===== config.mk =====
export PLATFORM = sky130hd
export DESIGN_NAME = execute_stage
export DESIGN_NICKNAME = d
export VERILOG_FILES = /design/src/rtl/isa_pkg.sv /design/src/rtl/mul_iter.sv /design/src/rtl/execute_stage.sv
export SDC_FILE = /design/constraint.sdc
export NUM_CORES = 1
export LEC_CHECK = 0
export ABC_CLOCK_PERIOD_IN_PS = 8100
export CORE_MARGIN = 2
export CORE_UTILIZATION = 40
export CTS_BUF_LIST = sky130_fd_sc_hd__clkbuf_4 sky130_fd_sc_hd__clkbuf_8
export CTS_CLUSTER_SIZE = 30
export DETAILED_ROUTE_END_ITERATION = 16
export GPL_ROUTABILITY_DRIVEN = 0
export SYNTH_ARGS = -nofsm -noshare
export SYNTH_HDL_FRONTEND = slang
export SYNTH_HIERARCHICAL = 1
export SYNTH_SLANG_ARGS = --single-unit

===== constraint.sdc =====
create_clock -name clk -period 8.1 [get_ports clk]
set_clock_uncertainty 0.2 [all_clocks]
set_input_delay 1.62 -clock clk [delete_from_list [all_inputs] [get_ports clk]]
set_output_delay 1.62 -clock clk [all_outputs]
set_load 0.05 [all_outputs]

===== src/rtl/isa_pkg.sv =====
// Shared ISA definitions for the execute stage: widths, ALU op codes,
// writeback-select encoding, multiplier FSM states and a small decode helper.
package isa_pkg;

    localparam int DATA_WIDTH = 19;
    localparam int PC_WIDTH   = 15;
    localparam int REG_WIDTH  = 5;

    typedef enum logic [2:0] {
        ALU_ADD = 3'b000,
        ALU_SUB = 3'b001,
        ALU_AND = 3'b010,
        ALU_OR  = 3'b011,
        ALU_XOR = 3'b100,
        ALU_SLL = 3'b101,
        ALU_SRL = 3'b110,
        ALU_MUL = 3'b111
    } alu_op_t;

    typedef enum logic [1:0] {
        RES_ALU = 2'b00,
        RES_MEM = 2'b01,
        RES_PC1 = 2'b10
    } result_src_t;

    typedef enum logic [1:0] {
        MUL_IDLE = 2'b00,
        MUL_BUSY = 2'b01,
        MUL_DONE = 2'b10
    } mul_state_t;

    // A bubble (no register write) must never launch a multiply.
    function automatic logic mul_request(input logic [2:0] op, input logic reg_write);
        return (op == ALU_MUL) && reg_write;
    endfunction

endpackage


===== src/rtl/mul_iter.sv =====
// Iterative shift-add multiplier: one partial product per cycle, low DATA_W
// bits of the product kept in the accumulator.
module mul_iter
    import isa_pkg::*;
#(
    parameter int DATA_W = DATA_WIDTH
) (
    input  logic              clk,
    input  logic              reset,
    input  logic              req,
    input  logic [DATA_W-1:0] src_a,
    input  logic [DATA_W-1:0] src_b,
    output logic              start,
    output logic              busy,
    output logic              done,
    output logic [DATA_W-1:0] product
);

    mul_state_t        state_r;
    mul_state_t        state_s;
    logic [DATA_W-1:0] a_r;
    logic [DATA_W-1:0] b_r;
    logic [DATA_W-1:0] acc_r;
    logic [4:0]        count_r;

    // FSM state register.
    always_ff @(posedge clk or negedge reset) begin
        if (!reset) begin
            state_r <= MUL_IDLE;
        end else begin
            state_r <= state_s;
        end
    end

    // Next-state logic and start decode.
    always_comb begin
        state_s = state_r;
        start   = 1'b0;
        case (state_r)
            MUL_IDLE: begin
                if (req) begin
                    start   = 1'b1;
                    state_s = MUL_BUSY;
                end else begin
                    state_s = MUL_IDLE;
                end
            end
            MUL_BUSY: begin
                if (count_r == 5'(DATA_W - 1)) begin
                    state_s = MUL_DONE;
                end else begin
                    state_s = MUL_BUSY;
                end
            end
            MUL_DONE: state_s = MUL_IDLE;
            default:  state_s = MUL_IDLE;
        endcase
    end

    // Operand shift registers, accumulator and step counter.
    always_ff @(posedge clk or negedge reset) begin
        if (!reset) begin
            a_r     <= {DATA_W{1'b0}};
            b_r     <= {DATA_W{1'b0}};
            acc_r   <= {DATA_W{1'b0}};
            count_r <= 5'd0;
        end else if (start) begin
            a_r     <= src_a;
            b_r     <= src_b;
            acc_r   <= {DATA_W{1'b0}};
            count_r <= 5'd0;
        end else if (busy) begin
            // Bits of a_r shifted past DATA_W cannot reach the kept product.
            if (b_r[0]) begin
                acc_r <= acc_r + a_r;
            end else begin
                acc_r <= acc_r;
            end
            a_r     <= a_r << 1;
            b_r     <= b_r >> 1;
            count_r <= count_r + 5'd1;
        end else begin
            a_r     <= a_r;
            b_r     <= b_r;
            acc_r   <= acc_r;
            count_r <= count_r;
        end
    end

    assign busy    = (state_r == MUL_BUSY);
    assign done    = (state_r == MUL_DONE);
    assign product = acc_r;

endmodule


===== src/rtl/execute_stage.sv =====
// Execute stage: ALU, branch/jump resolution, iterative MUL control and the
// EX/MEM pipeline register.
module execute_stage
    import isa_pkg::*;
#(
    parameter int DATA_W = DATA_WIDTH,
    parameter int PC_W   = PC_WIDTH,
    parameter int REG_W  = REG_WIDTH
) (
    input  logic              clk,
    input  logic              reset,
    input  logic              RegWriteE,
    input  logic              MemWriteE,
    input  logic              JumpE,
    input  logic              BranchE,
    input  logic              ALUSrcE,
    input  logic [1:0]        ResultSrcE,
    input  logic [2:0]        ALUControlE,
    input  logic [DATA_W-1:0] RD1E,
    input  logic [DATA_W-1:0] RD2E,
    input  logic [DATA_W-1:0] ImmExtE,
    input  logic [PC_W-1:0]   PCE,
    input  logic [REG_W-1:0]  RDE,
    output logic              PCSrcE,
    output logic [PC_W-1:0]   PCTargetE,
    output logic              StallE,
    output logic              RegWriteM,
    output logic              MemWriteM,
    output logic [1:0]        ResultSrcM,
    output logic [DATA_W-1:0] ALUResultM,
    output logic [DATA_W-1:0] WriteDataM,
    output logic [PC_W-1:0]   PCPlus1M,
    output logic [REG_W-1:0]  RdM
);

    logic [DATA_W-1:0] src_a_s;
    logic [DATA_W-1:0] src_b_s;
    logic [4:0]        shamt_s;
    logic [DATA_W-1:0] alu_result_s;
    logic [DATA_W-1:0] ex_result_s;
    logic              zero_s;
    logic              mul_req_s;
    logic              mul_start_s;
    logic              mul_busy_s;
    logic              mul_done_s;
    logic [DATA_W-1:0] mul_product_s;
    logic              idle_s;
    logic              stall_s;

    assign src_a_s   = RD1E;
    assign src_b_s   = ALUSrcE ? ImmExtE : RD2E;
    assign shamt_s   = src_b_s[4:0];
    assign mul_req_s = mul_request(ALUControlE, RegWriteE);

    mul_iter #(.DATA_W(DATA_W)) u_mul (
        .clk     (clk),
        .reset   (reset),
        .req     (mul_req_s),
        .src_a   (src_a_s),
        .src_b   (src_b_s),
        .start   (mul_start_s),
        .busy    (mul_busy_s),
        .done    (mul_done_s),
        .product (mul_product_s)
    );

    // Single-cycle ALU; MUL produces its result through the iterative unit.
    always_comb begin
        alu_result_s = {DATA_W{1'b0}};
        case (alu_op_t'(ALUControlE))
            ALU_ADD: alu_result_s = src_a_s + src_b_s;
            ALU_SUB: alu_result_s = src_a_s - src_b_s;
            ALU_AND: alu_result_s = src_a_s & src_b_s;
            ALU_OR:  alu_result_s = src_a_s | src_b_s;
            ALU_XOR: alu_result_s = src_a_s ^ src_b_s;
            ALU_SLL: begin
                if (shamt_s >= 5'(DATA_W)) begin
                    alu_result_s = {DATA_W{1'b0}};
                end else begin
                    alu_result_s = src_a_s << shamt_s;
                end
            end
            ALU_SRL: begin
                if (shamt_s >= 5'(DATA_W)) begin
                    alu_result_s = {DATA_W{1'b0}};
                end else begin
                    alu_result_s = src_a_s >> shamt_s;
                end
            end
            ALU_MUL: alu_result_s = {DATA_W{1'b0}};
            default: alu_result_s = {DATA_W{1'b0}};
        endcase
    end

    assign zero_s      = (alu_result_s == {DATA_W{1'b0}});
    assign idle_s      = ~mul_busy_s & ~mul_done_s;
    assign PCSrcE      = idle_s & (JumpE | (BranchE & zero_s));
    assign PCTargetE   = PCE + ImmExtE[PC_W-1:0];
    // Gated by reset so the hold releases the instant reset asserts.
    assign stall_s     = reset & (mul_start_s | mul_busy_s);
    assign StallE      = stall_s;
    assign ex_result_s = mul_done_s ? mul_product_s : alu_result_s;

    // EX/MEM pipeline register: bubble while stalled, product on MUL completion.
    always_ff @(posedge clk or negedge reset) begin
        if (!reset) begin
            RegWriteM  <= 1'b0;
            MemWriteM  <= 1'b0;
            ResultSrcM <= 2'b00;
            ALUResultM <= {DATA_W{1'b0}};
            WriteDataM <= {DATA_W{1'b0}};
            PCPlus1M   <= {PC_W{1'b0}};
            RdM        <= {REG_W{1'b0}};
        end else if (stall_s) begin
            RegWriteM  <= 1'b0;
            MemWriteM  <= 1'b0;
            ResultSrcM <= 2'b00;
            ALUResultM <= {DATA_W{1'b0}};
            WriteDataM <= {DATA_W{1'b0}};
            PCPlus1M   <= {PC_W{1'b0}};
            RdM        <= {REG_W{1'b0}};
        end else begin
            RegWriteM  <= RegWriteE;
            MemWriteM  <= MemWriteE;
            ResultSrcM <= ResultSrcE;
            ALUResultM <= ex_result_s;
            WriteDataM <= RD2E;
            PCPlus1M   <= PCE + {{(PC_W-1){1'b0}}, 1'b1};
            RdM        <= RDE;
        end
    end

endmodule


==> summary.md <==
| Metric | Value |
|---|---|
| Status | finished clean |
| Critical path data arrival time | 5990 ps |
| Number of synthesized flops with an enable pin | 0 |
| Number of DRC violations after detailed routing | 0 |
| Total of buffers placed on input and output ports | approximately 170 |
| Setup repair after global routing missed its margin | false |
| Maximum achievable frequency | around 0.13 GHz |
| Detailed Route Iter0 Violations | 1293 |
| Share of post-route cells with drive strength above 1 | ~9.7% |
| Setup tns final | 0 ps |
| Number of nets at the end of the flow | about 1700 |
| Worst Hold Class | reg -> reg |
| Post-route standard cell area excluding fillers | 14000 um^2 |
| Area of the placeable core | roughly 28000 um^2 |
| Switching share of power | 48.5% |
| Number of rows created at floorplan | between 60 and 70 |
| Leak pwr | a little over 6 nW |
| Sequential fraction of the synthesis area | between 20% and 30% |
| Vias in the first global route | ~11000 |
| Post-route antenna net violation count | 0 |
| Routed wire per std cell | between 20 and 25 um |
| Overflow after GRT | 0 |
| Req. time, crit path | 6280 ps |
| Post-DP Area | around 14000 um^2 |
| Placed instance count | around 1900 |
| H-Tree Depth | 4 |
| Post-synth ARST share | between 90% and 100% |
| First-pass GRT wire length | 64500 um |
| Area added between synthesis and finish | 24.1% |
| Clock network fraction of total power | between 15 and 20% |
| Worst-margin pin slew | about 1300 ps |
| Comb power frac | 53.5% |
| Longest Clk Path Bufs | 2 |
| Synth Area per Inst | 8.50 um^2 |
| Clk Latency, worst-skew pair | approximately 470 ps |
| Area of the mapped netlist | 11200 um^2 |
| Max-Slew Margin vs Limit | approximately 10% |
| Starting Density | 40.6% |
| Final worst path period share | a little over nine tenths |
| Boundary pin count | 168 |
| Width of the chip | roughly 170 um |
| Maximum number of pins on one net before global-route repair | 73 |
| Power density over the cells | about 230 nW/um^2 |
| Length of the first detailed-routing pass in iterations | 6 |
| Layout Cells excl Fill | approximately 1900 |
| Clock root cell | sky130_fd_sc_hd__clkbuf_8 |
| Routed via count | ~11000 |
| CTS Hold Buffers Added | 0 |
| Commonest non-fill, non-tap cells in the layout | sky130_fd_sc_hd__nand2_1 (168), sky130_fd_sc_hd__clkdlybuf4s50_1 (163), sky130_fd_sc_hd__dfrtp_1 (126), sky130_fd_sc_hd__nor2_1 (97), sky130_fd_sc_hd__ha_1 (93) |
| GRT Overall Usage | roughly 29% |
| Category of the critical setup timing path | in -> out |
| Sinks on Clock Net | 126 |
| Synthesized netlist net count | 1508 |
| Worst-case vdd ir drop | ~0.14 mV |
| Max capacitance violation total | 0 |
| Final number of setup-violating endpoints | 0 |
| FF+latch count, synth | between 100 and 150 |
| Die ar. | around 30000 um^2 |
| Setup crit end kind | output port |
| Clock tree from TritonCTS | built |
| Aggregate routed wire length | about 43000 um |
| Internal portion of total power | roughly 0.0017 W |
| Number of warnings reported in the yosys synthesis log | 6 |
| Sequential fraction of design power | between 20 and 30% |
| Cell count after synthesis | between 1000 and 1500 |
| Count of unique library cells instantiated by Yosys | 84 |
| Reg clk slew, reported paths | 80 ps |
| Most common cell after layout, fill and taps aside | sky130_fd_sc_hd__nand2_1 |
| Shortest clock period the worst path allows after layout | roughly 7800 ps |
| Final hold violation count | 0 |
| Startpoint kind of the worst setup timing path | input port |
| Top fanout value on the critical path | 5 |
| Pins over their slew limit | 0 |
| Vertical die dimension | around 170 um |
| Average via count per standard cell | 6.00 |
| Most instantiated flip-flop cell in the synthesis netlist | sky130_fd_sc_hd__dfrtp_1 |
| Total CTS buffers | 17 |
| Initial antenna violation count | 1 |
| Net Switching | 0.00159 W |
| Detailed placer's ending HPWL | approximately 33000 um |
## sequential cells by signal, indices dropped and copies added, names as in the netlist
| signal | count |
|---|---|
| u_mul/count_r | 5 |
| ALUResultM | 19 |
| RdM | 5 |
| WriteDataM | 19 |
| u_mul/product | 19 |
| ResultSrcM | 2 |
| u_mul/b_r | 19 |
| PCPlus1M | 15 |
| u_mul/a_r | 19 |
| u_mul/state_r | 2 |
| RegWriteM | 1 |
| MemWriteM | 1 |
## cells by family (layout without fill, tap and decap cells)
kind of cell / count (synthesis) / after routing / share of synthesized area (%)
AOI/OAI and AO/OA: 353 / 353 / 21.3
buffers and inverters: 131 / 319 / 4.75
DFF: 126 / 126 / 28.1
and+or+nand+nor: 471 / 471 / 20.3
xor gates and xnor gates: 52 / 52 / 4.05
muxes: 92 / 92 / 10.6
adders and majority gates: 97 / 97 / 11.0
other: 0 / 1 / 0
## final timing paths
kind,end,startpoint,slack (ps),depth (start not counted)
max in group asynchronous,u_mul/a_r[5],reset,5470,2
worst max register to register,u_mul/product[17],u_mul/state_r[1],5160,7
worst min-delay path,u_mul/b_r[1],u_mul/b_r[1],290,2
worst max-delay path,PCSrcE,ImmExtE[0],290,19
worst min register to register,u_mul/b_r[1],u_mul/b_r[1],290,2
min in group asynchronous,PCPlus1M[13],reset,890,1
## worst max-delay path, cell delays in order
cell and delay, ps:
sky130_fd_sc_hd__clkdlybuf4s50_1 500, sky130_fd_sc_hd__mux2i_4 250, sky130_fd_sc_hd__ha_2 240, sky130_fd_sc_hd__nand4_1 140, sky130_fd_sc_hd__or3_1 380, sky130_fd_sc_hd__buf_4 170, sky130_fd_sc_hd__o31ai_1 240, sky130_fd_sc_hd__xnor2_1 160
sky130_fd_sc_hd__ha_1 310, sky130_fd_sc_hd__and3_1 230, sky130_fd_sc_hd__nand3_1 100, sky130_fd_sc_hd__nand2b_1 110, sky130_fd_sc_hd__o211ai_1 170, sky130_fd_sc_hd__o31ai_1 320, sky130_fd_sc_hd__mux2i_1 210, sky130_fd_sc_hd__o211ai_1 140
sky130_fd_sc_hd__nor4b_2 300, sky130_fd_sc_hd__a32o_2 250, sky130_fd_sc_hd__buf_12 140
## power groups by stage
stage               clock network (W)  logic [W]  registers, W
floorplan                           0   0.000952       0.00116
CTS                          0.000572    0.00173      0.000959
global placement                    0    0.00171      0.000969
global route                 0.000595    0.00190      0.000982
finish                       0.000560    0.00175      0.000961
detailed placement                  0    0.00173      0.000970
## stage by stage
stage / util (%) / setup WS (ps) / total power, W / hold slack, ps
3_5_place_dp: 48.8 / 229 / 0.00270 / 265
4_1_cts: 50.2 / 201 / 0.00326 / 288
2_1_floorplan: - / 43.0 / 0.00211 / 245
3_3_place_gp: 48.8 / 276 / 0.00268 / 259
6_report: 50.4 / 286 / 0.00327 / 287
5_1_grt: 50.3 / 8.18 / 0.00347 / 311
## Yosys cell counts (8+ instances only)
master	n	share of area (%)
sky130_fd_sc_hd__mux2i_1	67	6.0
sky130_fd_sc_hd__a31oi_1	10	0.56
sky130_fd_sc_hd__clkbuf_1	49	1.6
sky130_fd_sc_hd__dfrtp_1	126	28
sky130_fd_sc_hd__or3_1	8	0.45
sky130_fd_sc_hd__inv_1	60	2.0
sky130_fd_sc_hd__nand4_1	9	0.50
sky130_fd_sc_hd__mux4_2	19	3.8
sky130_fd_sc_hd__nand3_1	26	1.2
sky130_fd_sc_hd__nor4_1	15	0.83
sky130_fd_sc_hd__a311oi_1	8	0.62
sky130_fd_sc_hd__o21ai_0	68	3.0
sky130_fd_sc_hd__buf_2	9	0.40
sky130_fd_sc_hd__xnor2_1	34	2.6
sky130_fd_sc_hd__nor2b_1	15	0.83
sky130_fd_sc_hd__a21oi_1	69	3.1
sky130_fd_sc_hd__a22oi_1	43	2.9
sky130_fd_sc_hd__o211ai_1	17	1.1
sky130_fd_sc_hd__o31ai_1	10	0.67
sky130_fd_sc_hd__and3_1	16	0.89
sky130_fd_sc_hd__nand2_1	168	5.6
sky130_fd_sc_hd__ha_1	94	10
sky130_fd_sc_hd__o21a_1	13	0.87
sky130_fd_sc_hd__a211oi_1	12	0.80
sky130_fd_sc_hd__xor2_1	18	1.4
sky130_fd_sc_hd__nor2_1	98	3.3
sky130_fd_sc_hd__a21o_1	15	1.0
sky130_fd_sc_hd__nor3_1	29	1.3
sky130_fd_sc_hd__a21boi_0	12	0.80
sky130_fd_sc_hd__nand2b_1	14	0.78
sky130_fd_sc_hd__and2_1	34	1.9
## routing by layer
layer,GRT usage (%),part of all wire (%),vias up
met4,15.6,6.0,0
met3,5.89,9.4,143
met1,36.6,40,5377
met2,46.6,45,634
li1,-,-,5186
met5,0,0,-
## cell type report
type / count / area [um^2]
diodes: 1 / 2.50
flip-flops and latches: 126 / 3150
repair buffers: 223 / 2100
fillers: 2675 / 13800
clock buffers: 17 / 234
inverters: 64 / 245
well taps: 378 / 473
clock inverters: 15 / 144
multi-input cells: 1065 / 7600
## timing repair
action,in CTS,in global routing
setup buffers,0,1
endpoints found under the setup margin,0,1
gates resized for setup,0,8
endpoints found under the hold margin,0,0
Power figures use the tool's default switching activity.
